$ cat src/rtl/suma_entry_ctrl.sv
// Keypad entry sequencer for the three-digit BCD adder path.
// Builds operands A and B from single-cycle key events and handles backspace,
// clear and add/equals keys. It requests a calculation, waits for the result
// with a timeout, and registers the value presented to the display mux.
module suma_entry_ctrl #(
    parameter int unsigned DIGITS  = 3,
    parameter int unsigned TIMEOUT = 64,
    parameter logic [3:0]  KEY_ADD = 4'hA,
    parameter logic [3:0]  KEY_BS  = 4'hB,
    parameter logic [3:0]  KEY_CLR = 4'hC,
    parameter logic [3:0]  KEY_EQ  = 4'hE
) (
    input  logic                  clk,
    input  logic                  rst_n,
    input  logic [3:0]            key_code,
    input  logic                  key_valid,
    output logic [4*DIGITS-1:0]   op_a_bcd,
    output logic [4*DIGITS-1:0]   op_b_bcd,
    output logic                  calc_start,
    input  logic                  calc_done,
    input  logic [15:0]           calc_result,
    output logic [15:0]           disp_bcd,
    output logic                  err,
    output logic [2:0]            state_dbg
);

    localparam int unsigned OW = 4 * DIGITS;
    localparam int unsigned CW = $clog2(DIGITS + 1);
    localparam int unsigned TW = $clog2(TIMEOUT + 1);

    localparam logic [2:0] S_A    = 3'd0;
    localparam logic [2:0] S_B    = 3'd1;
    localparam logic [2:0] S_REQ  = 3'd2;
    localparam logic [2:0] S_WAIT = 3'd3;
    localparam logic [2:0] S_SHOW = 3'd4;

    localparam logic [CW-1:0] CNT_MAX  = CW'(DIGITS);
    localparam logic [TW-1:0] TMO_LAST = TW'(TIMEOUT - 1);

    logic [2:0]    state_q, state_d;
    logic [OW-1:0] op_a_q, op_a_d;
    logic [OW-1:0] op_b_q, op_b_d;
    logic [CW-1:0] cnt_a_q, cnt_a_d;
    logic [CW-1:0] cnt_b_q, cnt_b_d;
    logic [TW-1:0] tmo_q, tmo_d;
    logic          err_q, err_d;
    logic          start_q, start_d;
    logic [15:0]   disp_q, disp_d;

    logic key_digit_s, key_add_s, key_bs_s, key_clr_s, key_eq_s;

    assign key_digit_s = key_valid && (key_code <= 4'd9);
    assign key_add_s   = key_valid && (key_code == KEY_ADD);
    assign key_bs_s    = key_valid && (key_code == KEY_BS);
    assign key_clr_s   = key_valid && (key_code == KEY_CLR);
    assign key_eq_s    = key_valid && (key_code == KEY_EQ);

    // State and datapath registers with synchronous active-low reset.
    always_ff @(posedge clk) begin
        if (!rst_n) begin
            state_q <= S_A;
            op_a_q  <= '0;
            op_b_q  <= '0;
            cnt_a_q <= '0;
            cnt_b_q <= '0;
            tmo_q   <= '0;
            err_q   <= 1'b0;
            start_q <= 1'b0;
            disp_q  <= 16'h0000;
        end else begin
            state_q <= state_d;
            op_a_q  <= op_a_d;
            op_b_q  <= op_b_d;
            cnt_a_q <= cnt_a_d;
            cnt_b_q <= cnt_b_d;
            tmo_q   <= tmo_d;
            err_q   <= err_d;
            start_q <= start_d;
            disp_q  <= disp_d;
        end
    end

    // Next state plus operand, count, timeout and error updates from keys and done.
    always_comb begin
        state_d = state_q;
        op_a_d  = op_a_q;
        op_b_d  = op_b_q;
        cnt_a_d = cnt_a_q;
        cnt_b_d = cnt_b_q;
        err_d   = err_q;
        tmo_d   = '0;
        case (state_q)
            S_A: begin
                if (key_digit_s) begin
                    if (cnt_a_q < CNT_MAX) begin
                        op_a_d  = (op_a_q << 4) | OW'(key_code);
                        cnt_a_d = cnt_a_q + CW'(1);
                    end else begin
                        op_a_d = op_a_q;
                    end
                end else if (key_bs_s) begin
                    if (cnt_a_q != '0) begin
                        op_a_d  = op_a_q >> 4;
                        cnt_a_d = cnt_a_q - CW'(1);
                    end else begin
                        op_a_d = op_a_q;
                    end
                end else if (key_add_s) begin
                    if (cnt_a_q != '0) begin
                        state_d = S_B;
                    end else begin
                        state_d = S_A;
                    end
                end else if (key_clr_s) begin
                    op_a_d = '0; op_b_d = '0; cnt_a_d = '0; cnt_b_d = '0; err_d = 1'b0;
                end else begin
                    state_d = S_A;
                end
            end
            S_B: begin
                if (key_digit_s) begin
                    if (cnt_b_q < CNT_MAX) begin
                        op_b_d  = (op_b_q << 4) | OW'(key_code);
                        cnt_b_d = cnt_b_q + CW'(1);
                    end else begin
                        op_b_d = op_b_q;
                    end
                end else if (key_bs_s) begin
                    // Backspace on an empty B returns to editing A.
                    if (cnt_b_q != '0) begin
                        op_b_d  = op_b_q >> 4;
                        cnt_b_d = cnt_b_q - CW'(1);
                    end else begin
                        state_d = S_A;
                    end
                end else if (key_eq_s) begin
                    if (cnt_b_q != '0) begin
                        state_d = S_REQ;
                    end else begin
                        state_d = S_B;
                    end
                end else if (key_clr_s) begin
                    op_a_d = '0; op_b_d = '0; cnt_a_d = '0; cnt_b_d = '0; err_d = 1'b0;
                    state_d = S_A;
                end else begin
                    state_d = S_B;
                end
            end
            S_REQ: begin
                state_d = S_WAIT;
            end
            S_WAIT: begin
                // Done beats the timeout when both land on the terminal cycle.
                if (calc_done) begin
                    state_d = S_SHOW;
                end else if (tmo_q == TMO_LAST) begin
                    err_d   = 1'b1;
                    state_d = S_SHOW;
                end else begin
                    tmo_d = tmo_q + TW'(1);
                end
            end
            S_SHOW: begin
                if (key_digit_s) begin
                    op_a_d  = OW'(key_code);
                    cnt_a_d = CW'(1);
                    op_b_d  = '0;
                    cnt_b_d = '0;
                    err_d   = 1'b0;
                    state_d = S_A;
                end else if (key_clr_s) begin
                    op_a_d = '0; op_b_d = '0; cnt_a_d = '0; cnt_b_d = '0; err_d = 1'b0;
                    state_d = S_A;
                end else begin
                    state_d = S_SHOW;
                end
            end
            default: begin
                state_d = S_A;
            end
        endcase
    end

    // Registered outputs: start pulse and display value derived from the next state.
    always_comb begin
        start_d = (state_d == S_REQ);
        disp_d  = 16'h0000;
        case (state_d)
            S_A:                   disp_d = 16'(op_a_d);
            S_B, S_REQ, S_WAIT:    disp_d = 16'(op_b_d);
            S_SHOW: begin
                if (state_q == S_WAIT) begin
                    disp_d = calc_done ? calc_result : 16'h0000;
                end else begin
                    disp_d = disp_q;
                end
            end
            default:               disp_d = 16'h0000;
        endcase
    end

    assign op_a_bcd   = op_a_q;
    assign op_b_bcd   = op_b_q;
    assign calc_start = start_q;
    assign disp_bcd   = disp_q;
    assign err        = err_q;
    assign state_dbg  = state_q;

endmodule

$ cat config.mk
export PLATFORM = sky130hd
export DESIGN_NAME = suma_entry_ctrl
export DESIGN_NICKNAME = d
export VERILOG_FILES = /design/src/rtl/suma_entry_ctrl.sv
export SDC_FILE = /design/constraint.sdc
export NUM_CORES = 1
export LEC_CHECK = 0
export ABC_CLOCK_PERIOD_IN_PS = 3300
export BUFFER_PORTS_ARGS = -buffer_cell sky130_fd_sc_hd__clkbuf_2
export CAP_MARGIN = 10
export CORE_MARGIN = 2
export CORE_UTILIZATION = 25
export CTS_CLUSTER_SIZE = 40
export DETAILED_ROUTE_END_ITERATION = 8
export GPL_TIMING_DRIVEN = 0
export PLACE_DENSITY = 0.45
export RECOVER_POWER = 25
export SYNTH_ARGS = -nofsm -noshare
export SYNTH_HDL_FRONTEND = slang
export SYNTH_SLANG_ARGS = --single-unit
export TNS_END_PERCENT = 30
$ cat constraint.sdc
create_clock -name clk -period 3.3 [get_ports clk]
set_clock_uncertainty 0.05 [all_clocks]
set_input_delay 0.165 -clock clk [delete_from_list [all_inputs] [get_ports clk]]
set_output_delay 0.165 -clock clk [all_outputs]
set_load 0.01 [all_outputs]
==> results of run 1 <==
metrics by stage:
stage	hold slack, ns	util [%]	cell area [um^2]	power [uW]
2_1_floorplan	0.263	-	3410	852
4_1_cts	0.0427	31.0	4120	1510
3_5_place_dp	0.359	29.8	3960	939
6_report	0.0419	30.7	4080	1490
5_1_grt	0.0683	30.7	4080	1560
3_3_place_gp	0.354	29.8	3960	937
registers in the layout, summed over array words and instances (netlist names):
signal / count
op_a_bcd: 12
disp_bcd: 16
state_dbg: 3
op_b_bcd: 12
calc_start: 1
cnt_b_q: 2
cnt_a_q: 2
err: 1
tmo_q: 7
placed cells by master (no fill, tap or decap), types with 6 or more instances in the layout:
cell / n
clkbuf_1: 36
nand2b_1: 8
nor3_1: 9
a31oi_1: 12
nand3_1: 15
buf_2: 14
a22oi_1: 6
a21oi_1: 35
nand2_1: 31
and3_1: 9
o221ai_1: 9
clkbuf_2: 42
o21a_1: 12
and2_1: 7
nor2_1: 46
o21ai_0: 28
dfxtp_1: 56
inv_1: 17
o211ai_1: 16
cell type report:
| type | count | area [um^2] |
|---|---|---|
| clock buffer | 5 | 125 |
| inverter | 17 | 63.8 |
| buffer | 28 | 138 |
| sequential | 56 | 1120 |
| fill | 1489 | 9210 |
| multi-input combinational | 336 | 2090 |
| clock inverter | 3 | 26.3 |
| timing repair buffer | 67 | 304 |
| tap | 176 | 220 |
per-layer routing:
metal	global-route usage (%)	vias to the layer above	part of all wire [%]
li1	-	1775	-
met5	0	-	0
met4	7.34	0	3.3
met3	2.41	24	4.6
met2	28.4	119	47
met1	23.9	1763	45
kinds of logic after synthesis:
| kind of cell | after synthesis |
|---|---|
| multiplexers | 1 |
| AND/OR/NAND/NOR | 154 |
| XOR/XNOR | 5 |
| buffers and inverters | 45 |
| flip-flops | 56 |
| AO/OA/AOI/OAI | 171 |
| adder cells (fa/ha/maj) | 5 |
power groups by stage:
stage	logic, uW	clock network (uW)	registers (uW)
after global routing	232	611	714
after floorplan	123	0	729
after detailed placement	211	0	727
final	210	572	711
after global placement	210	0	727
after CTS	213	587	711
critical path: cells and delay by family (launching register included):
kind / cells / cell delay (ns)
simple gates: 2 / 1.07
buf+inv: 1 / 0.23
flops: 1 / 0.46
compound gates: 4 / 0.83
worst paths after layout:
check | startpoint | to | depth (start not counted)
worst max register to register | state_dbg[0] | disp_bcd[9] | 7
worst max-delay path | state_dbg[0] | disp_bcd[9] | 7
worst min register to register | tmo_q[0] | tmo_q[0] | 1
worst min-delay path | calc_result[13] | disp_bcd[13] | 3
==> reports/metrics.cfg, run 1 <==
[sta]
rsz0062_at_grt = false
setup_viol = 0
relSlewSlack_pct = 29.8
layout_setup_ws_ns = 0.531
fmax_mhz = 361
period_share_pct = 83.9
min_period_ns = 2.77
drv_slew = 0
worst_pin_slew_ns = 1.04
hold_viol = 0
tns_ns = 0

[place]
dp_hpwl_mm = 9.79
port_buffers = 67
gp_congestion = 0.898
place_inst = 680
dpl_worst_slack_ns = 0.595

[worst_setup_path]
path_class = reg2reg
crit_fanout = 10
crit_chain = buf_4 > nor3b_1 > a31oi_1 > nand2_2 > a21oi_1 > a221oi_1 > a21oi_1
cpPeakStageDelay_ns = 0.80
worstPathArrival_ns = 2.91
r2r_slack_ns = 0.53
end_kind = flop
startpoint_type = flop
critPathSlowestCell = nor3b_1
crit_required_ns = 3.44
crit_path_frequent_cell = a21oi_1

[routing]
first_pass_iters = 5
via_per_inst = 5.35
drtIter0Drc = 248
drc = 0
wirelength_mm = 12.8
vias = 3681
ant_nets = 0
wl_per_cell_um = 18.6

[yosys]
avgSynthCellArea_um2 = 7.80
synth_top_family_by_area = compound AO/OA/AOI/OAI gates
yosysMostFrequentCell = dfxtp_1
synth_area_um2 = 3410
ys.warnings.count = 0
synth_area_leaders = dfxtp_1 (33%), a21oi_1 (5.1%), nor2_1 (5.1%), o21ai_0 (4.1%), o211ai_1 (3.5%)
synth-simple-area-share_pct = 23.3
synth_cell_types = 66
syn_inst = 437
synthAdderAreaFrac_pct = 1.84
synthMuxAreaShare_pct = 0.294
ys_seq_area_share_pct = 32.9
ys.flop_type = dfxtp_1
synthXorXnorAreaFrac_pct = 1.28
synth_top_cell_by_area = dfxtp_1
synth_edf_count = 0
synth-compound-area-share_pct = 34.5
syn_nets = 466
ys_ff_latch = 56
yosysTopAreaCellShare_pct = 32.9
synth.top_cells.by_count = dfxtp_1 (56), nor2_1 (46), a21oi_1 (35)
synth_async_sr_flop_share_pct = 0

[cells_and_area]
antennaDiodeCount = 0
syn_to_final_growth_pct = 19.8
fin_cells = 688
final_nets = 540
layout-drive-gt1-share_pct = 15.6

[grt]
grt_max_degree = 20
globalRouteTotalUtil_pct = 17.7
grt_pass1_vias = 3525
grt_pass1_wl_mm = 19.9
grt-ovfl-total = 0
antenna_found_initial = 0

[clock_tree]
cts_setup_buffers = 0
cts-root-buf = clkbuf_16
cts_resized = 0
clk_pin_slew_ns = 0.08
cts_tree = built
clkSinkCount = 56
holdBufCountCts = 0
htreeDepth = 2
clock_latency_ns = 0.31
cts_buffers = 5
cts_buffer_depth = 2

[pwr]
seqPwrFrac_pct = 47.6
cellInternalPower_uw = 1060
clockPowerShare_pct = 38.3
p_per_area_nw_per_um2 = 366
switching_share_pct = 29.3
combPwrFrac_pct = 14.1
vdd_drop_max_uv = 234
cellLeakagePower_uw = 0.00150
p_sw_uw = 437

[job]
drv_cap = 0

[floorplanning]
dieArea_um2 = 14600
chipHeight_um = 121
ioPinCount = 69
start_util_pct = 25.6
dieWidth_um = 121
core_region_area_um2 = 13300
rows = 42

[run_status]
status = complete, no violations

[hold_path]
min_path_type = in2reg

Power figures use the tool's default switching activity.
==> run 2, diff against run 1 <==
--- a/config.mk
+++ b/config.mk
@@ -5,7 +5,7 @@
 export SDC_FILE = /design/constraint.sdc
 export NUM_CORES = 1
 export LEC_CHECK = 0
-export ABC_CLOCK_PERIOD_IN_PS = 3300
+export ABC_CLOCK_PERIOD_IN_PS = 2700
 export BUFFER_PORTS_ARGS = -buffer_cell sky130_fd_sc_hd__clkbuf_2
 export CAP_MARGIN = 10
 export CORE_MARGIN = 2
==> constraint.sdc (replaced) <==
create_clock -name clk -period 2.7 [get_ports clk]
set_clock_uncertainty 0.05 [all_clocks]
set_input_delay 0.135 -clock clk [delete_from_list [all_inputs] [get_ports clk]]
set_output_delay 0.135 -clock clk [all_outputs]
set_load 0.01 [all_outputs]
==> reports/metrics.cfg, run 2 (synthesized netlist as in run 1, its figures left out) <==
[clock_tree]
htreeDepth = 2
cts_buffers = 5
cts_buffer_depth = 2
holdBufCountCts = 0
clock_latency_ns = 0.31
cts_tree = built
clk_pin_slew_ns = 0.08
clkSinkCount = 56
cts-root-buf = clkbuf_16

[grt]
grt_pass1_wl_mm = 19.9
grt_max_degree = 20
grt_pass1_vias = 3530
grt-ovfl-total = 0
globalRouteTotalUtil_pct = 17.8
antenna_found_initial = 0

[worst_setup_path]
r2r_cells = 8
crit_path_end = disp_bcd[11]
r2r_slack_ns = 0.27
crit_fanout = 9
critPathLaunch = cnt_a_q[0]
worstPathArrival_ns = 2.57
reg2reg_from = cnt_a_q[0]
crit_required_ns = 2.84
r2r_end = disp_bcd[11]
path_class = reg2reg
end_kind = flop
startpoint_type = flop

[place]
place_inst = 680
port_buffers = 67
gp_congestion = 0.898
dp_hpwl_mm = 9.79
place_area_um2 = 3960

[routing]
wl_per_cell_um = 18.5
first_pass_iters = 4
wirelength_mm = 12.8
ant_nets = 0
drc = 0
via_per_inst = 5.27
vias = 3628
drtIter0Drc = 226

[floorplanning]
start_util_pct = 25.6
core_region_area_um2 = 13300
ioPinCount = 69
chipHeight_um = 121
dieWidth_um = 121
dieArea_um2 = 14600
rows = 42

[sta]
fmax_mhz = 411
relSlewSlack_pct = 30.3
rsz0062_at_grt = false
worst_pin_slew_ns = 1.04
worst_hold_slack_ns = 0.0121
min_period_ns = 2.43
hold_viol = 0
period_share_pct = 90.2
setup_viol = 0
drv_slew = 0

[pwr]
p_per_area_nw_per_um2 = 447
vdd_drop_max_uv = 287
cellLeakagePower_uw = 0.00151

[cells_and_area]
largest_reg_flops = 16
fin_cells = 688
final_cell_mix = dfxtp_1 (56), nor2_1 (46), clkbuf_2 (42), clkbuf_1 (36), a21oi_1 (35)
syn_to_final_growth_pct = 20.0
final_nets = 540
layout-drive-gt1-share_pct = 15.8
fin_area_um2 = 4090
antennaDiodeCount = 0
layout_commonest_cell = dfxtp_1

[run_status]
status = complete, no violations

[job]
drv_cap = 0

[hold_path]
min_path_type = in2reg

run 2: cell types whose count changed in the layout (fill, tap and decap cells not counted):
| cell | delta |
|---|---|
| nor3b_2 | +1 |
| nor3b_1 | -1 |
run 2: per-stage QoR:
stage	setup TNS [ns]	util (%)	power, uW	worst slack (ns)
6_report	0	30.8	1830	0.265
5_1_grt	0	30.8	1900	0.165
4_1_cts	0	31.0	1850	0.330
3_5_place_dp	-0.00478	29.8	1150	-0.00478
3_3_place_gp	-0.207	29.8	1150	-0.104
2_1_floorplan	0	-	1040	0.794
run 2: cell type report:
cell class | count | area (um^2)
plain buffers | 28 | 138
clock buffers | 5 | 125
clock inverters | 3 | 26.3
fillers | 1490 | 9210
inverters | 17 | 63.8
multi-input cells | 336 | 2090
flip-flops and latches | 56 | 1120
well taps | 176 | 220
repair buffers | 67 | 304
run 2: power by group:
part           switching (uW)  internal, uW
logic                     166          91.3
clock network             349           352
registers                21.9           848
total                     536          1290
run 2: timing repair:
| item | 4_1_cts | 5_1_grt |
|---|---|---|
| setup buffers | 0 | 0 |
| gates resized for setup | 1 | 0 |
| endpoints found under the setup margin | 1 | 0 |
run 2: worst min-delay path by stage:
stage               startpoint      endpoint  cells past startpoint
2_1_floorplan  calc_result[12]  disp_bcd[12]                      2
3_3_place_gp   calc_result[15]  disp_bcd[15]                      3
3_5_place_dp   calc_result[12]  disp_bcd[12]                      3
4_1_cts        calc_result[15]  disp_bcd[15]                      3
5_1_grt        calc_result[15]  disp_bcd[15]                      3
6_report       calc_result[13]  disp_bcd[13]                      3
run 2: layer usage:
layer / share of wire, % / up-vias / global-route usage [%]
li1: - / 1777 / -
met3: 5.4 / 18 / 2.41
met5: 0 / - / 0
met2: 46 / 109 / 28.4
met1: 45 / 1724 / 24.0
met4: 3.0 / 0 / 7.34
run 2: worst max-delay path, cell delays in order (launching register included):
cell	delay [ns]
dfxtp_1	0.36
inv_1	0.07
ha_1	0.26
or3_1	0.39
buf_2	0.19
a32oi_2	0.32
o21ai_1	0.23
a32oi_1	0.31
o22ai_1	0.13
==> run 3, diff against run 2 <==
--- a/config.mk
+++ b/config.mk
@@ -15,6 +15,7 @@
 export GPL_TIMING_DRIVEN = 0
 export PLACE_DENSITY = 0.45
 export RECOVER_POWER = 25
+export REMOVE_ABC_BUFFERS = 1
 export SYNTH_ARGS = -nofsm -noshare
 export SYNTH_HDL_FRONTEND = slang
 export SYNTH_SLANG_ARGS = --single-unit
==> reports/metrics.cfg, run 3 (synthesized netlist as in run 1, its figures left out) <==
[sta]
layout_setup_ws_ns = 0.139
period_share_pct = 94.9
drv_slew = 0
rsz0062_at_grt = false
relSlewSlack_pct = 37.0
worst_hold_slack_ns = 0.0165
min_period_ns = 2.56
tns_ns = 0
setup_viol = 0
hold_viol = 0
fmax_mhz = 390
worst_pin_slew_ns = 0.945

[routing]
drc = 0
first_pass_iters = 5
vias = 3622
drtIter0Drc = 313
via_per_inst = 5.48
ant_nets = 0
wl_per_cell_um = 18.7
wirelength_mm = 12.4

[grt]
grt_pass1_wl_mm = 19.8
grt-ovfl-total = 0
globalRouteTotalUtil_pct = 17.3
grt_pass1_vias = 3519
grt_max_degree = 30
antenna_found_initial = 0

[worst_setup_path]
worstPathArrival_ns = 2.70
crit_fanout = 14
startpoint_type = flop
critPathLaunch = state_dbg[2]
end_kind = flop
crit_required_ns = 2.84
path_class = reg2reg
reg2reg_from = state_dbg[2]

[floorplanning]
dieArea_um2 = 14600
core_region_area_um2 = 13300
start_util_pct = 25.6
dieWidth_um = 121
ioPinCount = 69
chipHeight_um = 121
rows = 42

[clock_tree]
htreeDepth = 2
cts_tree = built
clk_pin_slew_ns = 0.08
clock_latency_ns = 0.30
cts-root-buf = clkbuf_16
cts_buffers = 5
cts_buffer_depth = 2
clkSinkCount = 56

[pwr]
vdd_drop_max_uv = 255
seqPwrFrac_pct = 47.8
cellLeakagePower_uw = 0.00144
p_sw_uw = 512
combPwrFrac_pct = 13.3
cellInternalPower_uw = 1310
clockPowerShare_pct = 38.8
switching_share_pct = 28.2
p_per_area_nw_per_um2 = 459
total_power_uw = 1820

[run_status]
status = complete, no violations

[place]
gp_congestion = 0.905
port_buffers = 68
dpl_worst_slack_ns = -0.0429
dp_hpwl_mm = 8.88

[cells_and_area]
final_util_pct = 29.8
final_cell_mix = dfxtp_1 (54), nor2_1 (46), clkbuf_2 (44), a21oi_1 (35), nand2_1 (31)
multi_input_area_um2 = 2090
syn_to_final_growth_pct = 16.2
final_nets = 513
antennaDiodeCount = 0
regArea_um2 = 1120
layout-drive-gt1-share_pct = 14.0
fillers = 1483
largest_reg_flops = 16
layout_commonest_cell = dfxtp_1

[hold_path]
hold_path_startpoint = calc_result[13]
min_path_type = in2reg

[job]
drv_cap = 0

[run 3: cell types whose count changed in the layout (fill, tap and decap cells not counted), moves of 2 or more]
cell,delta
buf_2,-14
buf_4,-2
clkbuf_1,-12
clkbuf_2,+2
clkinvlp_4,-2
dfxtp_1,-2
dfxtp_2,+2
[run 3: worst max-delay path: stages, from the launching register on]
cell and delay (ns):
dfxtp_1 0.70, nor3b_1 0.37, nand2_1 0.46, o21a_1 0.46, o211ai_1 0.27, a31oi_1 0.13
[run 3: what timing repair did]
action / in CTS / in global routing
hold buffers: 0 / 0
endpoints found under the setup margin: 5 / 12
cloned: 0 / 0
resized for setup: 1 / 3
setup buffers: 0 / 0
[run 3: power by group through the flow]
| stage | Sequential [uW] | Clock, uW | Combinational (uW) |
|---|---|---|---|
| floorplan | 892 | 0 | 130 |
| global placement | 889 | 0 | 243 |
| detailed placement | 889 | 0 | 244 |
| CTS | 870 | 718 | 245 |
| global route | 874 | 750 | 269 |
| finish | 870 | 706 | 243 |
[run 3: layer usage]
metal | GRT usage (%) | vias to the layer above | share of wire [%]
met5 | 0 | - | 0
met4 | 6.54 | 0 | 2.4
met3 | 3.35 | 23 | 5.9
met2 | 26.3 | 123 | 44
met1 | 24.1 | 1743 | 47
li1 | - | 1733 | -
[run 3: path summary, 6_finish.rpt]
path	end	slack [ns]	cells after the start
min	disp_bcd[13]	0.02	3
min reg2reg	tmo_q[0]	0.39	1
max	disp_bcd[10]	0.14	5
max reg2reg	disp_bcd[10]	0.14	5
[run 3: metrics by stage]
stage | area [um^2] | cells
floorplan | 3270 | 409
global placement | 3830 | 653
detailed placement | 3830 | 653
CTS | 3990 | 661
global route | 3960 | 661
finish | 3960 | 661
[run 3: area by class of cell]
cell class,count,area share [%]
sequential,56,28.4
inverter,17,1.61
clock buffer,6,3.51
multi-input combinational,336,52.8
clock inverter,2,0.347
tap,176,5.56
timing repair buffer,68,7.83
